==> src/rtl/inv_pkg.sv <==
// Shared types and constants for the inventory transaction controller.
package inv_pkg;

  localparam int DEFAULT_DW = 8;
  localparam int DEFAULT_AW = 8;

  typedef enum logic [2:0] {
    IDLE  = 3'd0,
    READ  = 3'd1,
    WAIT  = 3'd2,
    CALC  = 3'd3,
    WRITE = 3'd4,
    DONE  = 3'd5
  } state_t;

  localparam logic [1:0] ST_ADD_OK    = 2'b00;
  localparam logic [1:0] ST_ADD_SAT   = 2'b01;
  localparam logic [1:0] ST_REM_OK    = 2'b10;
  localparam logic [1:0] ST_REM_UNDER = 2'b11;

endpackage

==> src/rtl/btn_edge.sv <==
// Active-low button: 2-flop synchroniser followed by a registered falling-edge pulse.
// The pulse appears 3 clocks after the pin falls.
module btn_edge (
  input  logic clk,
  input  logic rst,
  input  logic btn_n,
  output logic pulse
);

  logic sync1_r;
  logic sync2_r;
  logic prev_r;
  logic pulse_r;

  // Synchroniser, one-cycle history and edge pulse; idle level of the pin is high.
  always_ff @(posedge clk) begin
    if (rst) begin
      sync1_r <= 1'b1;
      sync2_r <= 1'b1;
      prev_r  <= 1'b1;
      pulse_r <= 1'b0;
    end else begin
      sync1_r <= btn_n;
      sync2_r <= sync1_r;
      prev_r  <= sync2_r;
      pulse_r <= prev_r & ~sync2_r;
    end
  end

  assign pulse = pulse_r;

endmodule

==> src/rtl/inventory_txn_ctrl.sv <==
// Read-modify-write add/remove transaction sequencer for the inventory memory.
// Optional feature macro: TXN_COUNT_EN (saturating completed-transaction counter).
module inventory_txn_ctrl
  import inv_pkg::*;
#(
  parameter int DW     = DEFAULT_DW,
  parameter int AW     = DEFAULT_AW,
  parameter int RD_LAT = 1
) (
  input  logic          clk,
  input  logic          rst,
  input  logic          mode,
  input  logic          c_q,
  input  logic [DW-1:0] in,
  input  logic          save_n,
  input  logic          submit_n,
  output logic          mem_we,
  output logic [AW-1:0] mem_addr,
  output logic [DW-1:0] mem_wdata,
  input  logic [DW-1:0] mem_rdata,
  output logic          busy,
  output logic          done,
  output logic [1:0]    status,
  output logic [15:0]   txn_count
);

  // WAIT lasts RD_LAT-1 cycles; it is skipped entirely when RD_LAT is 1.
  localparam logic [1:0] WAIT_LAST = (RD_LAT > 1) ? 2'(RD_LAT - 2) : 2'd0;

  logic          save_p_s;
  logic          submit_p_s;
  logic [DW-1:0] code_r;
  logic [DW-1:0] quant_r;
  logic          txn_mode_r;
  logic [DW-1:0] txn_quant_r;
  state_t        state_r;
  state_t        state_next_s;
  logic [1:0]    wait_cnt_r;
  logic          mem_we_r;
  logic [AW-1:0] mem_addr_r;
  logic [DW-1:0] mem_wdata_r;
  logic          busy_r;
  logic          done_r;
  logic [1:0]    status_r;
  logic [1:0]    status_pend_r;
  logic [DW+1:0] result_s;

  btn_edge u_save_edge (
    .clk   (clk),
    .rst   (rst),
    .btn_n (save_n),
    .pulse (save_p_s)
  );

  btn_edge u_submit_edge (
    .clk   (clk),
    .rst   (rst),
    .btn_n (submit_n),
    .pulse (submit_p_s)
  );

  // Returns {status, write_data}; both directions evaluated in DW+1 bits.
  function automatic logic [DW+1:0] calc_result(
    input logic          add,
    input logic [DW-1:0] rd,
    input logic [DW-1:0] q
  );
    logic [DW:0] sum;
    logic [DW:0] diff;
    sum  = {1'b0, rd} + {1'b0, q};
    diff = {1'b0, rd} - {1'b0, q};
    if (add) begin
      if (sum[DW]) calc_result = {ST_ADD_SAT, {DW{1'b1}}};
      else         calc_result = {ST_ADD_OK, sum[DW-1:0]};
    end else begin
      if (diff[DW]) calc_result = {ST_REM_UNDER, {DW{1'b0}}};
      else          calc_result = {ST_REM_OK, diff[DW-1:0]};
    end
  endfunction

  assign result_s = calc_result(txn_mode_r, mem_rdata, txn_quant_r);

  // Next-state decode for the transaction sequence.
  always_comb begin
    state_next_s = state_r;
    case (state_r)
      IDLE: begin
        if (submit_p_s) state_next_s = READ;
        else            state_next_s = IDLE;
      end
      READ: begin
        if (RD_LAT > 1) state_next_s = WAIT;
        else            state_next_s = CALC;
      end
      WAIT: begin
        if (wait_cnt_r == WAIT_LAST) state_next_s = CALC;
        else                         state_next_s = WAIT;
      end
      CALC:    state_next_s = WRITE;
      WRITE:   state_next_s = DONE;
      DONE:    state_next_s = IDLE;
      default: state_next_s = IDLE;
    endcase
  end

  // State, staging/txn registers and registered outputs decoded from the next state.
  always_ff @(posedge clk) begin
    if (rst) begin
      state_r       <= IDLE;
      wait_cnt_r    <= 2'd0;
      code_r        <= '0;
      quant_r       <= '0;
      txn_mode_r    <= 1'b0;
      txn_quant_r   <= '0;
      mem_we_r      <= 1'b0;
      mem_addr_r    <= '0;
      mem_wdata_r   <= '0;
      busy_r        <= 1'b0;
      done_r        <= 1'b0;
      status_r      <= 2'b00;
      status_pend_r <= 2'b00;
    end else begin
      state_r <= state_next_s;
      if (save_p_s) begin
        if (c_q) code_r  <= in;
        else     quant_r <= in;
      end
      // Copies are taken from the pre-save staging values when both pulses coincide.
      if (state_r == IDLE && submit_p_s) begin
        txn_mode_r  <= mode;
        txn_quant_r <= quant_r;
        mem_addr_r  <= code_r[AW-1:0];
      end
      if (state_r == WAIT) wait_cnt_r <= wait_cnt_r + 2'd1;
      else                 wait_cnt_r <= 2'd0;
      if (state_r == CALC) begin
        mem_wdata_r   <= result_s[DW-1:0];
        status_pend_r <= result_s[DW+1:DW];
      end
      mem_we_r <= (state_next_s == WRITE);
      done_r   <= (state_next_s == DONE);
      busy_r   <= (state_next_s == READ) || (state_next_s == WAIT) ||
                  (state_next_s == CALC) || (state_next_s == WRITE);
      if (state_next_s == DONE) status_r <= status_pend_r;
    end
  end

`ifdef TXN_COUNT_EN
  logic [15:0] txn_count_r;

  // Completed-transaction counter, saturating at all-ones.
  always_ff @(posedge clk) begin
    if (rst) begin
      txn_count_r <= 16'h0000;
    end else if (state_next_s == DONE && txn_count_r != 16'hFFFF) begin
      txn_count_r <= txn_count_r + 16'h0001;
    end
  end

  assign txn_count = txn_count_r;
`else
  assign txn_count = 16'h0000;
`endif

  assign mem_we    = mem_we_r;
  assign mem_addr  = mem_addr_r;
  assign mem_wdata = mem_wdata_r;
  assign busy      = busy_r;
  assign done      = done_r;
  assign status    = status_r;

endmodule

==> config.mk <==
export PLATFORM = sky130hd
export DESIGN_NAME = inventory_txn_ctrl
export DESIGN_NICKNAME = d
export VERILOG_FILES = /design/src/rtl/inv_pkg.sv /design/src/rtl/btn_edge.sv /design/src/rtl/inventory_txn_ctrl.sv
export SDC_FILE = /design/constraint.sdc
export NUM_CORES = 1
export LEC_CHECK = 0
export ABC_AREA = 0
export CAP_MARGIN = 20
export CORE_ASPECT_RATIO = 1.4
export CORE_UTILIZATION = 49
export CTS_BUF_LIST = sky130_fd_sc_hd__clkbuf_4 sky130_fd_sc_hd__clkbuf_8
export CTS_CLUSTER_DIAMETER = 80
export DETAILED_ROUTE_END_ITERATION = 10
export HOLD_SLACK_MARGIN = 0.1
export PLACE_DENSITY_LB_ADDON = 0.12
export SYNTH_ARGS = -nofsm -noshare
export SYNTH_HDL_FRONTEND = slang
export SYNTH_SLANG_ARGS = --single-unit
==> constraint.sdc <==
create_clock -name clk -period 2.4 [get_ports clk]
set_input_delay 0.6 -clock clk [delete_from_list [all_inputs] [get_ports clk]]
set_output_delay 0.6 -clock clk [all_outputs]
set_load 0.1 [all_outputs]
# [Word level (Yosys, flattened, before mapping)]
# Cells that the tools add are included.
[word_totals] input_bits=22 out_inout_bits=37 reg_bits=61 word_cells=54
[classes] n_bitwise=6 eq_ne=9 reduce_logical=9 mux=6 add_sub_neg=3
[op_table] cell="$mux 9" n=2
[op_table] cell="$pmux 3 s5" n=1
[op_table] cell="$eq 3x2->1 const B" n=4
[op_table] cell="$mux 10" n=1
[op_table] cell="$add 8x8->9" n=1
[op_table] cell="$eq 3x3->1 const B" n=3
[op_table] cell="$sub 8x8->9" n=1
[op_table] cell="$eq 3x1->1 const B" n=2
[op_table] cell="$not 1->1" n=4
[op_table] cell="$reduce_and 2->1" n=2
[op_table] cell="$logic_not 3->1" n=1
[op_table] cell="$logic_or 1x1->1" n=3
[op_table] cell="$add 2x1->2 const B" n=1
[op_table] cell="$and 1x1->1" n=2
[op_table] cell="$logic_not 2->1" n=1
[op_table] cell="$mux 1" n=2
[op_table] cell="$reduce_or 2->1" n=1
[op_table] cell="$logic_and 1x1->1" n=1

# [Logic depth before layout (Yosys ltp)]
[depth] depth_word=7 depth_mapped=10 depth_no_buf=10

# [Cells and area by module]
# Synthesis repeated with hierarchy kept, for this count alone.
[hier_totals] hier_cells=380 hier_area_um2=3093.0
[by_module_without_submodules] module="inventory_txn_ctrl" instances=1 seq_area_each_um2=1061.0 cells_each=364 area_per_inst_um2=2880.3
[by_module_without_submodules] module="btn_edge" instances=2 seq_area_each_um2=80.1 cells_each=8 area_per_inst_um2=106.4

# [Worst setup path after synthesis]
# No wires, ideal clock.
[synth_path] kind="input -> register" from="input port mem_rdata[0]" to="register mem_wdata_r[1], in the netlist mem_wdata[1]" stages=10 path_slack_ps=-143 required_ps=2268 path_buffers=0 arrival_time_ps=2411 setup_time_ps=132 cell_sequence="inv_1 -> ha_1 -> inv_1 -> fa_1 -> a211oi_4 -> nor2_2 -> o41ai_4 -> nor2_2 -> a221oi_2 -> nor3_1"
[synth_via] elab_chain_cells=3 elab_cells_between_ends=5 cone_classes="2 x add/sub; 3 x mux"
[synth_lines] element="start: declaration" line_no="inventory_txn_ctrl.sv:20" source="input logic [DW-1:0] mem_rdata,"
[synth_lines] element="$sub 8x8->9 / $add 8x8->9 (equally long branches)" line_no="inventory_txn_ctrl.sv:71, inventory_txn_ctrl.sv:70"
[synth_lines] element="$mux 9, on equally long branches" line_no="inventory_txn_ctrl.sv:76, inventory_txn_ctrl.sv:73"
[synth_lines] element="$mux 10 *" line_no="inventory_txn_ctrl.sv:72" source="if (add) begin"
[synth_lines] element="end signal: assignment" line_no="inventory_txn_ctrl.sv:137" source="mem_wdata_r <= result_s[DW-1:0];"
[synth_lines] element="end: declaration" line_no="inventory_txn_ctrl.sv:41" source="logic [DW-1:0] mem_wdata_r;"
# Every way passes the cells marked *; elsewhere a longest branch is shown, timed or not.
# A chain may end at the register's enable or synchronous reset.

# [Worst setup path in the final report]
[layout_path] from="input port mem_rdata[3]" to="register mem_wdata_r[0], in the netlist mem_wdata[0]"
# Same word-level chain as after synthesis.

==> results.md <==
* Antenna violations before repair at 0
* Min-delay worst type: reg2reg
* EDFF count, synth at 0
* Inst Count DP at 506
* I/O pin cnt at 59
* Metal1 wirelength at 2870 microns
* Worst slack, placed at -0.613 ns
* Overflow after GRT at 0
* CTS Hold Bufs at 0
* First-pass GRT wire length at roughly 11000 microns
* Clock Pin Slew Worst Setup and Hold Paths at 0.07 ns
* 1st-pass router iterations at 4
* Max-slew headroom at approximately 63%
* Filler Cells Inserted at 544
* Top Layer Used: met4
* Clock root cell: clkbuf_8
* Finished Layout Cells at 526
* Vias post-DR at 2714
* Crit Path Max Fanout at 8
* # clock sinks at 61
* Met3 Wirelength at roughly 270 microns
* Max Freq at 0.435 GHz
* DR vias/cell at 5.16
* Tot GR Track Use at 23.8%
* FF+latch count, synth at 61
* Die H at 95.7 microns
* Synth warn at 0
* Initial detailed-routing violation count at 76
* Slew @ Worst Pin at 0.560 ns
* Post-route ant nets at 0
* Cells after synthesis at 378
* Routed wl met2 at between 3000 and 4000 microns
* Clk buf depth at 2
* Mean Syn Cell Area at 8.13 sq um
* FFs w/ async S/R, synth at 0%
* Max-slew violation count at 0
* CTS buffer count at 9
* WS Path Type: in2reg
* Layout cell share with drive strength beyond 1 at around 25%
* Setup ws final at 0.0985 ns
* Outcome: completed
* Largest net degree at the start of global routing at 32
* IR drop worst, VDD at 658 uV
* Rows at 33
* H-Tree Depth at 3
* Worst EP required at 2.68 ns
* Final HPWL DP at 5330 microns
* Post-synthesis cell area at approximately 0.0031 sq mm
* Final-stage net count at 492
* Worst setup SP type: input port
* CTS tree: built
* Area grow syn2layout at 32.3%
* Final Wtd Congestion at 0.892
* Core Region at 0.00595 sq mm
* Most common cell after layout, fill and taps aside: nand2_1
* Synth cell types at 51
* Pleak at about 1.7 nW
* Number of diodes at 0
* Die area at 0.00660 sq mm
* Commonest non-fill, non-tap cells in the layout: nand2_1, buf_4, dfxtp_1
* Clk_lat worst skew at 0.34 ns
* DRT Wirelength at 7130 microns
* CP arrival at 2.58 ns
* Power Dens Cells at 741 mW/mm^2
* Max Cap Viol at 0
* Final Hold Viols at 0
* Port bufs at 42
* Period utilisation layout at around 96%
* Vias in the first global route at 2467
* Final setup violation count at 0
* Crit path time final at 2.30 ns
* Detail-routed net length per standard cell at approximately 14 microns
* Sequential area share after synthesis at around 40%
* RSZ-0062 raised after global routing: no
* Die Wd at a little under 70 microns
* Detailed-route DRC error count at 0
* Clk_skew at 0.00833 ns
* Initial Util at between 50% and 60%
* Post-synth top flop: dfxtp_1
* Nature of the critical path endpoint: register
-- worst paths after layout --
| check | startpoint | end | slack, ns | cells after the start |
|---|---|---|---|---|
| worst max register to register | txn_quant_r[0]$_SDFFE_PP0P_ | mem_wdata[1]$_SDFFE_PP0N_ | 0.16 | 10 |
| worst max-delay path | mem_rdata[3] | mem_wdata[0]$_SDFFE_PP0N_ | 0.1 | 8 |
| worst min register to register | u_save_edge.sync1_r$_SDFF_PP1_ | u_save_edge.sync2_r$_SDFF_PP1_ | 0.41 | 1 |
| worst min-delay path | u_save_edge.sync1_r$_SDFF_PP1_ | u_save_edge.sync2_r$_SDFF_PP1_ | 0.41 | 1 |
-- cell families (layout without fill, tap and decap cells) --
family	after synthesis	in the layout	share of synthesized area [%]
flops	61	61	39.7
xor+xnor	6	6	1.71
other cells	1	16	0.122
buf+inv	59	122	9.73
fa+ha+maj	19	19	8.22
compound gates	84	84	17.9
simple gates	148	148	22.6
-- critical path: stages --
cell	delay, ns
clkdlybuf4s50_1	0.43
ha_1	0.33
buf_4	0.18
a221oi_2	0.34
o22ai_2	0.17
a21oi_1	0.21
o21ai_0	0.16
a21oi_1	0.17
-- sequential cells by signal, indices dropped and copies added, names as in the netlist, 2 cells and up --
name           count
code_r             8
mem_addr           8
status_pend_r      2
quant_r            8
wait_cnt_r         2
state_r            3
txn_quant_r        8
mem_wdata          8
status             2
-- cell type report --
type                       count  area [sq um]  share of cell area, %
clock buffer                   9           124                   3.05
inverter                      21          78.8                   1.94
multi-input combinational    273          1720                   42.4
timing repair buffer          85           684                   16.8
clock inverter                 7           146                   3.60
sequential                    61          1220                   30.0
tap                           70          87.6                   2.15
-- Yosys cell counts (3+ instances only) --
cell type	n	area (sq um)
a211oi_1	6	45.0
a21oi_1	49	245
buf_2	8	40.0
buf_4	16	120
clkbuf_1	13	48.8
dfxtp_1	61	1220
ha_1	17	213
inv_1	21	78.8
nand2_1	74	278
nand2b_1	6	37.5
nand3_1	10	50.1
nand3b_1	3	22.5
nor2_1	22	82.6
nor2b_1	6	37.5
nor3_1	7	35.0
o21ai_0	3	15.0
or2_2	7	43.8
xnor2_1	4	35.0
-- stage by stage --
step	utilization [%]	TNS, ns	hold WS [ns]	total power, mW	cell area, sq um
CTS	67.7	0	0.415	3.04	4030
detailed placement	61.5	-4.57	0.397	1.80	3660
floorplan	-	0	0.389	1.67	3130
global placement	61.5	-4.25	0.392	1.80	3660
finish	68.4	0	0.414	3.01	4070
global route	68.4	0	0.423	3.15	4070
-- layer usage --
layer  track usage [%]  vias up
li1                  -     1390
met1              23.6     1243
met2              41.2       60
met3              6.75       21
met4              16.8        0
met5                 0        -
-- where the power goes --
part | switching, mW | total (mW) | internal, mW
logic | 0.455 | 0.664 | 0.208
clock network | 0.416 | 1.22 | 0.801
registers | 0.0641 | 1.13 | 1.07
total | 0.935 | 3.01 | 2.08
-- timing repair --
item	4_1_cts	5_1_grt
gates resized for setup	16	11
endpoints found under the hold margin	0	0
endpoints found under the setup margin	9	9
buffers inserted	4	0
pin swaps	7	8
No activity file was read; power rests on OpenSTA's default activity.
